## src/rtl/inst_word_assembler_pkg.sv

```systemverilog
// Shared definitions for the instruction word assembler slice.
// Holds the bus widths, the assembler FSM state type, the endianness
// selectors and the byte-lane insertion helper used by the assembler.
package inst_word_assembler_pkg;

  localparam int BYTE_W  = 8;
  localparam int WORD_W  = 32;
  localparam int PHASE_W = 2;

  localparam bit ENDIAN_BIG    = 1'b1;
  localparam bit ENDIAN_LITTLE = 1'b0;

  typedef enum logic {
    IDLE    = 1'b0,
    COLLECT = 1'b1
  } asm_state_e;

  // Big-endian streams fill from the top lane down, so byte N lands in
  // lane 3-N (the bitwise inverse of a 2-bit phase); little-endian uses lane N.
  function automatic logic [WORD_W-1:0] insertByte(
    input logic [WORD_W-1:0]  word,
    input logic [BYTE_W-1:0]  data,
    input logic [PHASE_W-1:0] phase,
    input bit                 bigEndian
  );
    logic [WORD_W-1:0]  result;
    logic [PHASE_W-1:0] lane;
    result = word;
    lane   = bigEndian ? ~phase : phase;
    result[int'(lane)*BYTE_W +: BYTE_W] = data;
    return result;
  endfunction

endpackage

```

## src/rtl/inst_word_assembler_if.sv

```systemverilog
// Byte-in / word-out handshake bundle of the instruction word assembler.
//   rx_data, rx_valid    : byte strobe from the debug UART receiver
//   inst_out, inst_valid : head-of-FIFO instruction word and its valid flag
//   inst_ready           : decoder accepts the head word
// slave  = assembler view, master = feeder/consumer (bench) view.
interface inst_word_assembler_if;
  import inst_word_assembler_pkg::*;

  logic [BYTE_W-1:0] rx_data;
  logic              rx_valid;
  logic [WORD_W-1:0] inst_out;
  logic              inst_valid;
  logic              inst_ready;

  modport master (
    output rx_data, rx_valid, inst_ready,
    input  inst_out, inst_valid
  );

  modport slave (
    input  rx_data, rx_valid, inst_ready,
    output inst_out, inst_valid
  );

endinterface

```

## src/rtl/inst_word_assembler_fifo.sv

```systemverilog
// inst_fifo: synchronous FIFO with synchronous active-high reset.
//   clk, reset : clock and reset
//   push, din  : write request and data (taken when not full, or full with a pop)
//   pop, dout  : read request and head-of-queue data
//   empty, full: occupancy flags
// Storage is cleared on reset so dout is a known value before any push.
module inst_fifo #(
  parameter int WIDTH = 32,
  parameter int DEPTH = 4
) (
  input  logic             clk,
  input  logic             reset,
  input  logic             push,
  input  logic             pop,
  input  logic [WIDTH-1:0] din,
  output logic [WIDTH-1:0] dout,
  output logic             empty,
  output logic             full
);

  localparam int PTR_W = (DEPTH > 1) ? $clog2(DEPTH) : 1;
  localparam int CNT_W = PTR_W + 1;

  logic [WIDTH-1:0] mem_q [DEPTH];
  logic [PTR_W-1:0] wrPtr_q;
  logic [PTR_W-1:0] rdPtr_q;
  logic [CNT_W-1:0] count_q;
  logic             doPush;
  logic             doPop;

  assign empty  = (count_q == '0);
  assign full   = (count_q == CNT_W'(DEPTH));
  assign doPop  = pop & ~empty;
  // A pop frees the slot on the same edge, so a full FIFO still accepts.
  assign doPush = push & (~full | doPop);
  assign dout   = mem_q[rdPtr_q];

  // Pointers rely on the power-of-two depth to wrap naturally.
  always_ff @(posedge clk) begin
    if (reset) begin
      for (int i = 0; i < DEPTH; i++) begin
        mem_q[i] <= '0;
      end
      wrPtr_q <= '0;
      rdPtr_q <= '0;
      count_q <= '0;
    end else begin
      if (doPush) begin
        mem_q[wrPtr_q] <= din;
        wrPtr_q        <= wrPtr_q + PTR_W'(1);
      end
      if (doPop) begin
        rdPtr_q <= rdPtr_q + PTR_W'(1);
      end
      case ({doPush, doPop})
        2'b10:   count_q <= count_q + CNT_W'(1);
        2'b01:   count_q <= count_q - CNT_W'(1);
        default: count_q <= count_q;
      endcase
    end
  end

endmodule

```

## src/rtl/inst_word_assembler.sv

```systemverilog
// inst_word_assembler: packs debug-UART bytes into 32-bit instruction words
// and queues them for the instruction decoder.
//   clk, reset  : clock, synchronous active-high reset
//   bus         : rx byte strobe in, inst word valid/ready out
//   word_count  : words accepted into the FIFO (wraps at 16 bits)
//   byte_phase  : bytes held of the current partial word
//   timeout_err : one-cycle pulse when a stale partial word is dropped
//   overflow    : sticky, a completed word was lost to a full FIFO
module inst_word_assembler
  import inst_word_assembler_pkg::*;
#(
  parameter int FIFO_DEPTH     = 4,
  parameter int TIMEOUT_CYCLES = 100000,
  parameter bit BIG_ENDIAN     = 1'b1
) (
  input  logic                 clk,
  input  logic                 reset,
  inst_word_assembler_if.slave bus,
  output logic [15:0]          word_count,
  output logic [PHASE_W-1:0]   byte_phase,
  output logic                 timeout_err,
  output logic                 overflow
);

  localparam int TMR_W = $clog2(TIMEOUT_CYCLES);
  localparam logic [TMR_W-1:0] TMR_LAST = TMR_W'(TIMEOUT_CYCLES - 1);

  asm_state_e         state_q, state_d;
  logic [PHASE_W-1:0] phase_q, phase_d;
  logic [WORD_W-1:0]  shift_q, shift_d;
  logic [TMR_W-1:0]   timer_q, timer_d;
  logic               timeoutErr_q, timeoutErr_d;
  logic [15:0]        wordCount_q, wordCount_d;
  logic               overflow_q, overflow_d;

  logic [WORD_W-1:0]  merged;
  logic               wordDone;
  logic               pushAccepted;
  logic               fifoPop;
  logic               fifoEmpty;
  logic               fifoFull;

  always_ff @(posedge clk) begin
    if (reset) begin
      state_q      <= IDLE;
      phase_q      <= '0;
      shift_q      <= '0;
      timer_q      <= '0;
      timeoutErr_q <= 1'b0;
      wordCount_q  <= '0;
      overflow_q   <= 1'b0;
    end else begin
      state_q      <= state_d;
      phase_q      <= phase_d;
      shift_q      <= shift_d;
      timer_q      <= timer_d;
      timeoutErr_q <= timeoutErr_d;
      wordCount_q  <= wordCount_d;
      overflow_q   <= overflow_d;
    end
  end

  // A byte arriving on the expiry cycle takes priority over the timeout,
  // which is why the rx_valid branch is tested before the timer compare.
  // The completed word goes straight to the FIFO, so the shift register
  // never holds a full word.
  always_comb begin
    state_d      = state_q;
    phase_d      = phase_q;
    shift_d      = shift_q;
    timer_d      = timer_q;
    timeoutErr_d = 1'b0;
    wordDone     = 1'b0;
    merged       = insertByte(shift_q, bus.rx_data, phase_q, BIG_ENDIAN == ENDIAN_BIG);

    case (state_q)
      IDLE: begin
        timer_d = '0;
        if (bus.rx_valid) begin
          shift_d = merged;
          phase_d = PHASE_W'(1);
          state_d = COLLECT;
        end
      end
      COLLECT: begin
        if (bus.rx_valid) begin
          timer_d = '0;
          if (phase_q == PHASE_W'(3)) begin
            wordDone = 1'b1;
            shift_d  = '0;
            phase_d  = '0;
            state_d  = IDLE;
          end else begin
            shift_d = merged;
            phase_d = phase_q + PHASE_W'(1);
          end
        end else if (timer_q == TMR_LAST) begin
          timer_d      = '0;
          shift_d      = '0;
          phase_d      = '0;
          state_d      = IDLE;
          timeoutErr_d = 1'b1;
        end else begin
          timer_d = timer_q + TMR_W'(1);
        end
      end
      default: begin
        state_d = IDLE;
      end
    endcase
  end

  assign fifoPop      = ~fifoEmpty & bus.inst_ready;
  assign pushAccepted = wordDone & (~fifoFull | fifoPop);

  always_comb begin
    wordCount_d = wordCount_q;
    overflow_d  = overflow_q;
    if (pushAccepted) begin
      wordCount_d = wordCount_q + 16'd1;
    end
    if (wordDone && fifoFull && !fifoPop) begin
      overflow_d = 1'b1;
    end
  end

  inst_fifo #(
    .WIDTH (WORD_W),
    .DEPTH (FIFO_DEPTH)
  ) u_fifo (
    .clk   (clk),
    .reset (reset),
    .push  (pushAccepted),
    .pop   (fifoPop),
    .din   (merged),
    .dout  (bus.inst_out),
    .empty (fifoEmpty),
    .full  (fifoFull)
  );

  assign bus.inst_valid = ~fifoEmpty;
  assign word_count     = wordCount_q;
  assign byte_phase     = phase_q;
  assign timeout_err    = timeoutErr_q;
  assign overflow       = overflow_q;

endmodule

```

## src/flat_wrapper.sv

```systemverilog
// flat-port wrapper written by rule: the top's interface ports become plain ports
module inst_word_assembler_flat import inst_word_assembler_pkg::*;
#(
  parameter int FIFO_DEPTH     = 4,
  parameter int TIMEOUT_CYCLES = 100000,
  parameter bit BIG_ENDIAN     = 1'b1
)
  (clk, reset, word_count, byte_phase, timeout_err, overflow, bus_rx_data, bus_rx_valid, bus_inst_ready, bus_inst_out, bus_inst_valid);
  inst_word_assembler_if bus_i ();
  input  logic clk;
  input  logic reset;
  output logic [15:0] word_count;
  output logic [PHASE_W-1:0] byte_phase;
  output logic timeout_err;
  output logic overflow;
  input wire logic [$bits(bus_i.rx_data)-1:0] bus_rx_data;
  input wire logic [$bits(bus_i.rx_valid)-1:0] bus_rx_valid;
  input wire logic [$bits(bus_i.inst_ready)-1:0] bus_inst_ready;
  output wire logic [$bits(bus_i.inst_out)-1:0] bus_inst_out;
  output wire logic [$bits(bus_i.inst_valid)-1:0] bus_inst_valid;
  assign bus_i.rx_data = bus_rx_data;
  assign bus_i.rx_valid = bus_rx_valid;
  assign bus_i.inst_ready = bus_inst_ready;
  assign bus_inst_out = bus_i.inst_out;
  assign bus_inst_valid = bus_i.inst_valid;
  inst_word_assembler #(.FIFO_DEPTH(FIFO_DEPTH), .TIMEOUT_CYCLES(TIMEOUT_CYCLES), .BIG_ENDIAN(BIG_ENDIAN)) u_core (.clk(clk), .reset(reset), .bus(bus_i), .word_count(word_count), .byte_phase(byte_phase), .timeout_err(timeout_err), .overflow(overflow));
endmodule
```

## config.mk

```make
export PLATFORM = sky130hd
export DESIGN_NAME = inst_word_assembler_flat
export DESIGN_NICKNAME = d
export VERILOG_FILES = /design/src/rtl/inst_word_assembler_pkg.sv /design/src/rtl/inst_word_assembler_if.sv /design/src/rtl/inst_word_assembler_fifo.sv /design/src/rtl/inst_word_assembler.sv /design/src/flat_wrapper.sv
export SDC_FILE = /design/constraint.sdc
export NUM_CORES = 1
export LEC_CHECK = 0
export CAP_MARGIN = 20
export CELL_PAD_IN_SITES_DETAIL_PLACEMENT = 0
export CELL_PAD_IN_SITES_GLOBAL_PLACEMENT = 1
export CORE_MARGIN = 2
export CORE_UTILIZATION = 48
export CTS_CLUSTER_SIZE = 40
export DETAILED_ROUTE_END_ITERATION = 8
export GPL_TIMING_DRIVEN = 0
export PLACE_DENSITY = 0.78
export SYNTH_ARGS = -nofsm -noshare
export SYNTH_HDL_FRONTEND = slang
export SYNTH_HIERARCHICAL = 1
export SYNTH_SLANG_ARGS = --single-unit
```

## constraint.sdc

```tcl
create_clock -name clk -period 5.8 [get_ports clk]
set_input_delay 0.58 -clock clk [delete_from_list [all_inputs] [get_ports clk]]
set_output_delay 0.58 -clock clk [all_outputs]
set_load 0.01 [all_outputs]
```

==> results by group, run 1 <==
Outcome
  • Outcome: finished, final reports clean

Synth
  • Number of enable flip-flop cells after synthesis: around 130
  • Synth Warn #: 6
  • Adder-cell share of the synthesized area: 0.0127
  • Syn Inst Count: 784
  • FFs w/ async S/R, synth: 0
  • Syn_nets: ~800
  • Synth Area in Simple Gates: 0.172
  • XOR/XNOR Fraction of Synth Area: 0.0223
  • Synthesis-stage register bit count: between 200 and 250
  • Post-Syn Area: roughly 0.0094 mm^2
  • Largest family of logic cells by synthesized area: simple AND/OR/NAND/NOR gates
  • Register area share after synthesis: 0.575
  • Post-synthesis compound-gate area fraction: 0.0897
  • Main synth FF type: edfxtp_1
  • Mux cell area share after synthesis: 0.0786
  • Syn Area/Cell: about 12 um^2
  • Synth unique cells: 55

STA
  • Peak Freq: 0.262 GHz
  • Max-slew headroom: 0.355
  • Min Tclk post-route: between 3 and 4 ns
  • Final period util: 0.657
  • Final Hold Viols: 0
  • Layout Skew: around 0.008 ns
  • Worst slew pin tran: approximately 0.96 ns
  • Final Slew Violations: 0
  • Min setup slack post-route: a little under 2 ns
  • RSZ-0062 raised after global routing: no
  • Final setup fails: 0

Critical path
  • Worst path max stage delay: 0.87 ns
  • Crit Path Class: reg -> reg
  • Largest delay contributor family on the critical path: simple AND/OR/NAND/NOR gates
  • CP Cell Sequence: ha_1 -> buf_6 -> nand3_1 -> a21oi_1 -> inv_1 -> nor4b_2 -> or2_2
  • Worst R2R End: u_core/u_fifo/mem_q[0][10]
  • R2r worst-path depth: 7
  • Critical Path Source Type: flip-flop
  • CP required: 5.92 ns
  • Reg2reg setup slack: roughly 2.0 ns
  • Bufs and invs on worst path: 2
  • CP Capture Type: flip-flop
  • Max FO, Critical Path: 32
  • R2r startpoint: u_core/byte_phase[0]
  • Slowest CP cell: or2_2
  • CP arrival: between 3 and 4 ns

Placement
  • Pre-CTS setup slack: 1.43 ns
  • PortBufs: 64
  • Post-DP Area: approximately 0.011 mm^2
  • Dpl cells: 1117
  • Detailed-placement wirelength estimate: 14.4 mm
  • Gpl congestion: between 0.7 and 0.8

Drt
  • First-pass iteration count of the detailed router: 5
  • Initial DRC count: approximately 320
  • Routed len/inst: 18.5 um
  • Antenna viol nets, final: 0
  • DRC errors left: 0
  • Via-to-Cell Ratio: between 5 and 6
  • Via count: a little over 6000
  • Final wirelength: between 20 and 25 mm

Power
  • Internal power: ~2500 uW
  • Max VDD drop: between 200 and 250 uV
  • Sequential power share: 0.507
  • Lkg Pwr: slightly above 0.004 uW
  • Power, Total: between 3000 and 4000 uW
  • Comb pwr share: 0.044
  • Clock network power share: 0.449
  • Switching power share of the total: 0.210
  • Psw: about 660 uW
  • Pwr per Cell Area: 280 mW/mm^2

Finish
  • Most frequent cells in the layout: 129 x and2_1, 128 x edfxtp_1, 79 x dfxtp_1
  • Commonest non-fill, non-tap cell in the layout: and2_1
  • Fin cells: ~1200
  • Final net count: roughly 900
  • # diodes: 0
  • Finished Cell Area: roughly 0.011 mm^2
  • Share of cells above drive strength 1: 0.121
  • Area delta synth->final: 19.6%

Hold path
  • Hold path startpoint: u_core/shift_q[31]
  • Worst hold endpoint: u_core/shift_q[31]
  • Hold path depth: 1
  • Hold Path Class: reg -> reg

Clock network
  • CTS Root Cell: clkbuf_16
  • CTS H-tree lvls: 1
  • Clock buffer depth: 3
  • PostCTS Resize Cnt: 0
  • Clock buffer count from CTS: 22
  • CTS hold repair buffers: 0
  • Worst-path clk slew: 0.06 ns
  • CTS sink cnt: 207
  • TritonCTS clock tree: yes
  • Later-pin clock latency in the skew report: slightly below 0.5 ns
  • Setup Buffers After CTS: 0

Global route
  • First-pass GRT wire length: ~34 mm
  • Vias in the first global route: about 6300
  • Tot GR Track Use: 0.212
  • Total grt overflow: 0
  • Largest net degree at the start of global routing: 33
  • Initial antenna violation count: 0

Floorplanning
  • Die width: 144 um
  • Number of core rows: slightly above 50
  • DIE HEIGHT: 144 um
  • Die area: roughly 0.021 mm^2
  • Starting Density: 0.486
  • Core area: a little under 0.02 mm^2
  • # IOs: 65

Flow run
  • Max-cap violations: 0
==> worst max path at each step <==
stage	from	to	depth (start not counted)
floorplan	u_core/byte_phase[0]	u_core/u_fifo/mem_q[1][0]	6
global placement	bus_rx_valid	u_core/u_fifo/mem_q[1][13]	6
detailed placement	bus_rx_valid	u_core/u_fifo/mem_q[0][11]	7
CTS	u_core/byte_phase[0]	u_core/u_fifo/mem_q[0][11]	7
global route	u_core/byte_phase[0]	u_core/u_fifo/mem_q[0][12]	7
finish	u_core/byte_phase[0]	u_core/u_fifo/mem_q[0][10]	7
==> per-layer routing <==
layer  vias up  track usage  share of wire
met5         -            0              0
met3        25       0.0268          0.044
li1       2969            -              -
met2       136        0.370           0.50
met4         0       0.0501          0.015
met1      3100        0.285           0.44
==> state kept, by name, indices dropped and copies added, names as in the netlist, 2 cells and up, named ones only <==
signal	count
u_core/shift_q	32
u_core/u_fifo/count_q	3
u_core/u_fifo/rdPtr_q	2
u_core/word_count	16
u_core/timer_q	17
u_core/u_fifo/mem_q	128
u_core/u_fifo/wrPtr_q	2
u_core/byte_phase	2
==> cell type report <==
cell class	instances	area (um^2)
buffer	40	196
clock buffer	27	621
clock inverter	13	129
fill	1653	8110
inverter	73	274
multi-input combinational	464	3560
sequential	207	5430
tap	265	332
timing repair buffer	69	743
==> worst register-to-register path: stages (launching register included) <==
cell,delay [ns]
dfxtp_1,0.56
ha_1,0.23
buf_6,0.14
nand3_1,0.17
a21oi_1,0.49
inv_1,0.19
nor4b_2,0.75
or2_2,0.87
==> power by group through the flow <==
stage | combinational, uW | clock, uW | sequential, uW
floorplan | 71.3 | 0 | 1630
global placement | 128 | 0 | 1640
detailed placement | 140 | 0 | 1640
CTS | 140 | 1450 | 1600
global route | 151 | 1510 | 1610
finish | 139 | 1420 | 1600
==> through the flow <==
stage / TNS [ns] / util / hold slack (ns)
after floorplan: 0 / - / 0.432
after global placement: -90.51 / 0.536 / 0.444
after detailed placement: 0 / 0.543 / 0.446
after CTS: 0 / 0.581 / 0.465
after global routing: 0 / 0.582 / 0.481
final: 0 / 0.582 / 0.464
==> cell usage after synthesis, drive strengths merged (17+ instances only) <==
| library cell | number | area, um^2 |
|---|---|---|
| nor2 | 36 | 135 |
| clkbuf | 24 | 90.1 |
| dfxtp | 79 | 1580 |
| o2bb2ai | 24 | 210 |
| edfxtp | 128 | 3840 |
| a21oi | 24 | 120 |
| o21a | 17 | 128 |
| inv | 73 | 274 |
| o21ai | 29 | 145 |
| and2 | 129 | 807 |
| mux4 | 32 | 721 |
| nand2 | 44 | 165 |
==> cell families after synthesis <==
group	count (synthesis)
simple gates	278
flops	207
compound gates	119
buf+inv	113
mux	34
fa+ha+maj	9
xor+xnor	24
Power figures use the tool's default switching activity.
==> run 2: changes to the inputs <==
- CORE_UTILIZATION: 48 -> 43
- PLACE_DENSITY: 0.78 -> 0.73
- clock period: 5.8 -> 3.5 ns (I/O delays scaled with it)
==> run 2 against run 1 <==
Fmax up 15%. Sequential share of layout area is 0.17 points lower. Design area grew 0.35%. Critical path depth is 1 higher. Flip-flop and latch count unchanged. First-iteration DRC count grew 18%. Via count is essentially flat. Largest cell class unchanged. Critical path type unchanged. Global-route usage down 2.3 points. Hold slack got worse by 0.0053 ns. Non-clock buffer count is 2 higher.
==> results by group, run 2 (synthesized netlist as in run 1, its figures left out) <==
Clock network
  • Clock buffer depth: 3
  • Worst-path clk slew: roughly 0.06 ns
  • Later-pin clock latency in the skew report: about 0.5 ns
  • CTS H-tree lvls: 1
  • TritonCTS clock tree: yes
  • CTS sink cnt: between 200 and 250
  • Clock buffer count from CTS: 23
  • CTS Root Cell: clkbuf_16
  • CTS hold repair buffers: 0

Floorplanning
  • Die width: 152 um
  • # IOs: 65
  • Die area: 0.0231 mm^2
  • Number of core rows: 54
  • Core area: between 0.02 and 0.025 mm^2
  • DIE HEIGHT: between 150 and 200 um
  • Starting Density: 0.435

Critical path
  • CP Capture Type: flip-flop
  • CP required: roughly 3.9 ns
  • Crit Path Class: reg -> reg
  • Max FO, Critical Path: 11
  • CP arrival: about 3.7 ns
  • R2r worst-path depth: 8
  • Critical Path Source Type: flip-flop

Finish
  • Max reg flops: between 100 and 150
  • FF/Latch Area: approximately 0.0054 mm^2
  • Largest regs: u_core/u_fifo/mem_q (128), u_core/shift_q (32), u_core/timer_q (17)
  • Share of cells above drive strength 1: 0.124
  • Final net count: 902
  • Largest register by flop count: u_core/u_fifo/mem_q
  • Area of the multi-input gates: 0.00361 mm^2
  • # diodes: 0
  • Commonest non-fill, non-tap cell in the layout: and2_1
  • Area delta synth->final: 20.0%
  • Most frequent cells in the layout: 129 x and2_1, 128 x edfxtp_1, 79 x dfxtp_1
  • Layout fillers: 1860

STA
  • Worst slew pin tran: 1.04 ns
  • Min setup slack post-route: between 0.15 and 0.2 ns
  • Final period util: 0.948
  • Peak Freq: 0.301 GHz
  • Final Slew Violations: 0
  • Max-slew headroom: 0.302
  • Min Tclk post-route: around 3.3 ns
  • Setup TNS: 0 ns
  • Layout Skew: 0.0176 ns
  • Final Hold Viols: 0
  • Final setup fails: 0

Global route
  • Largest net degree at the start of global routing: 33
  • Total grt overflow: 0
  • First-pass GRT wire length: ~35 mm
  • Tot GR Track Use: 0.189
  • Vias in the first global route: approximately 6400
  • Initial antenna violation count: 0

Drt
  • Final wirelength: approximately 22 mm
  • Via-to-Cell Ratio: roughly 5.3
  • Initial DRC count: around 380
  • Via count: slightly above 6000
  • DRC errors left: 0
  • Antenna viol nets, final: 0
  • Routed len/inst: approximately 19 um
  • First-pass iteration count of the detailed router: 5

Placement
  • Pre-CTS setup slack: -0.687 ns
  • PortBufs: 64
  • Detailed-placement wirelength estimate: 14.6 mm
  • Gpl congestion: between 0.8 and 0.9

Power
  • Lkg Pwr: 0.00404 uW
  • Max VDD drop: a little over 400 uV
  • Pwr per Cell Area: between 400 and 500 mW/mm^2

Hold path
  • Hold Path Class: reg -> reg
  • Hold path depth: 1

Flow run
  • Max-cap violations: 0

Outcome
  • Outcome: finished, final reports clean
run 2: power by group:
| group | switching [uW] | leakage [uW] | internal, uW | total [uW] |
|---|---|---|---|---|
| clock | 964 | 0.000342 | 1310 | 2270 |
| sequential | 19.6 | 0.00196 | 2640 | 2660 |
| combinational | 143 | 0.00174 | 93.9 | 237 |
run 2: repair_timing:
action,CTS,global route
buffers inserted,0,3
gates resized for setup,3,3
setup endpoints to repair,35,94
pin swaps,0,3
cloned,0,1
run 2: path summary, 6_finish.rpt:
path                             start                         to  slack, ns
setup / recovery  u_core/byte_phase[0]  u_core/u_fifo/mem_q[3][9]       0.18
hold reg to reg     u_core/shift_q[17]         u_core/shift_q[17]       0.46
setup reg to reg  u_core/byte_phase[0]  u_core/u_fifo/mem_q[3][9]       0.18
hold / removal      u_core/shift_q[17]         u_core/shift_q[17]       0.46
run 2: critical path: stages, from the launching register on:
cell      delay (ns)
dfxtp_1         0.56
ha_1            0.23
buf_6           0.13
nand3_1         0.16
a21oi_1         0.49
inv_1           0.27
nor3_2          0.66
clkbuf_1        0.45
and2_1          0.22
run 2: cell type report:
cell class	count	share of cell area
multi-input combinational	465	0.319
clock inverter	14	0.00994
clock buffer	27	0.0530
timing repair buffer	71	0.0670
inverter	73	0.0242
sequential	207	0.479
tap	280	0.0309
buffer	40	0.0173
run 2: layer usage:
metal / GRT usage / vias up / share of wire / wire length [um]
met5: 0 / - / 0 / 0
met4: 0.0458 / 0 / 0.020 / 439
met2: 0.340 / 126 / 0.51 / 11300
li1: - / 2977 / - / -
met3: 0.0282 / 31 / 0.040 / 893
met1: 0.241 / 3090 / 0.43 / 9470
run 2: metrics by stage:
| step | utilization | instance area (um^2) | cells | total power, uW | hold WS, ns |
|---|---|---|---|---|---|
| after CTS | 0.520 | 11300 | 1173 | 5220 | 0.464 |
| after detailed placement | 0.486 | 10500 | 1132 | 2950 | 0.446 |
| after global placement | 0.481 | 10400 | 1128 | 2930 | 0.444 |
| after global routing | 0.522 | 11300 | 1177 | 5340 | 0.483 |
| after floorplan | - | 9440 | 784 | 2820 | 0.432 |
| final | 0.522 | 11300 | 1177 | 5170 | 0.459 |
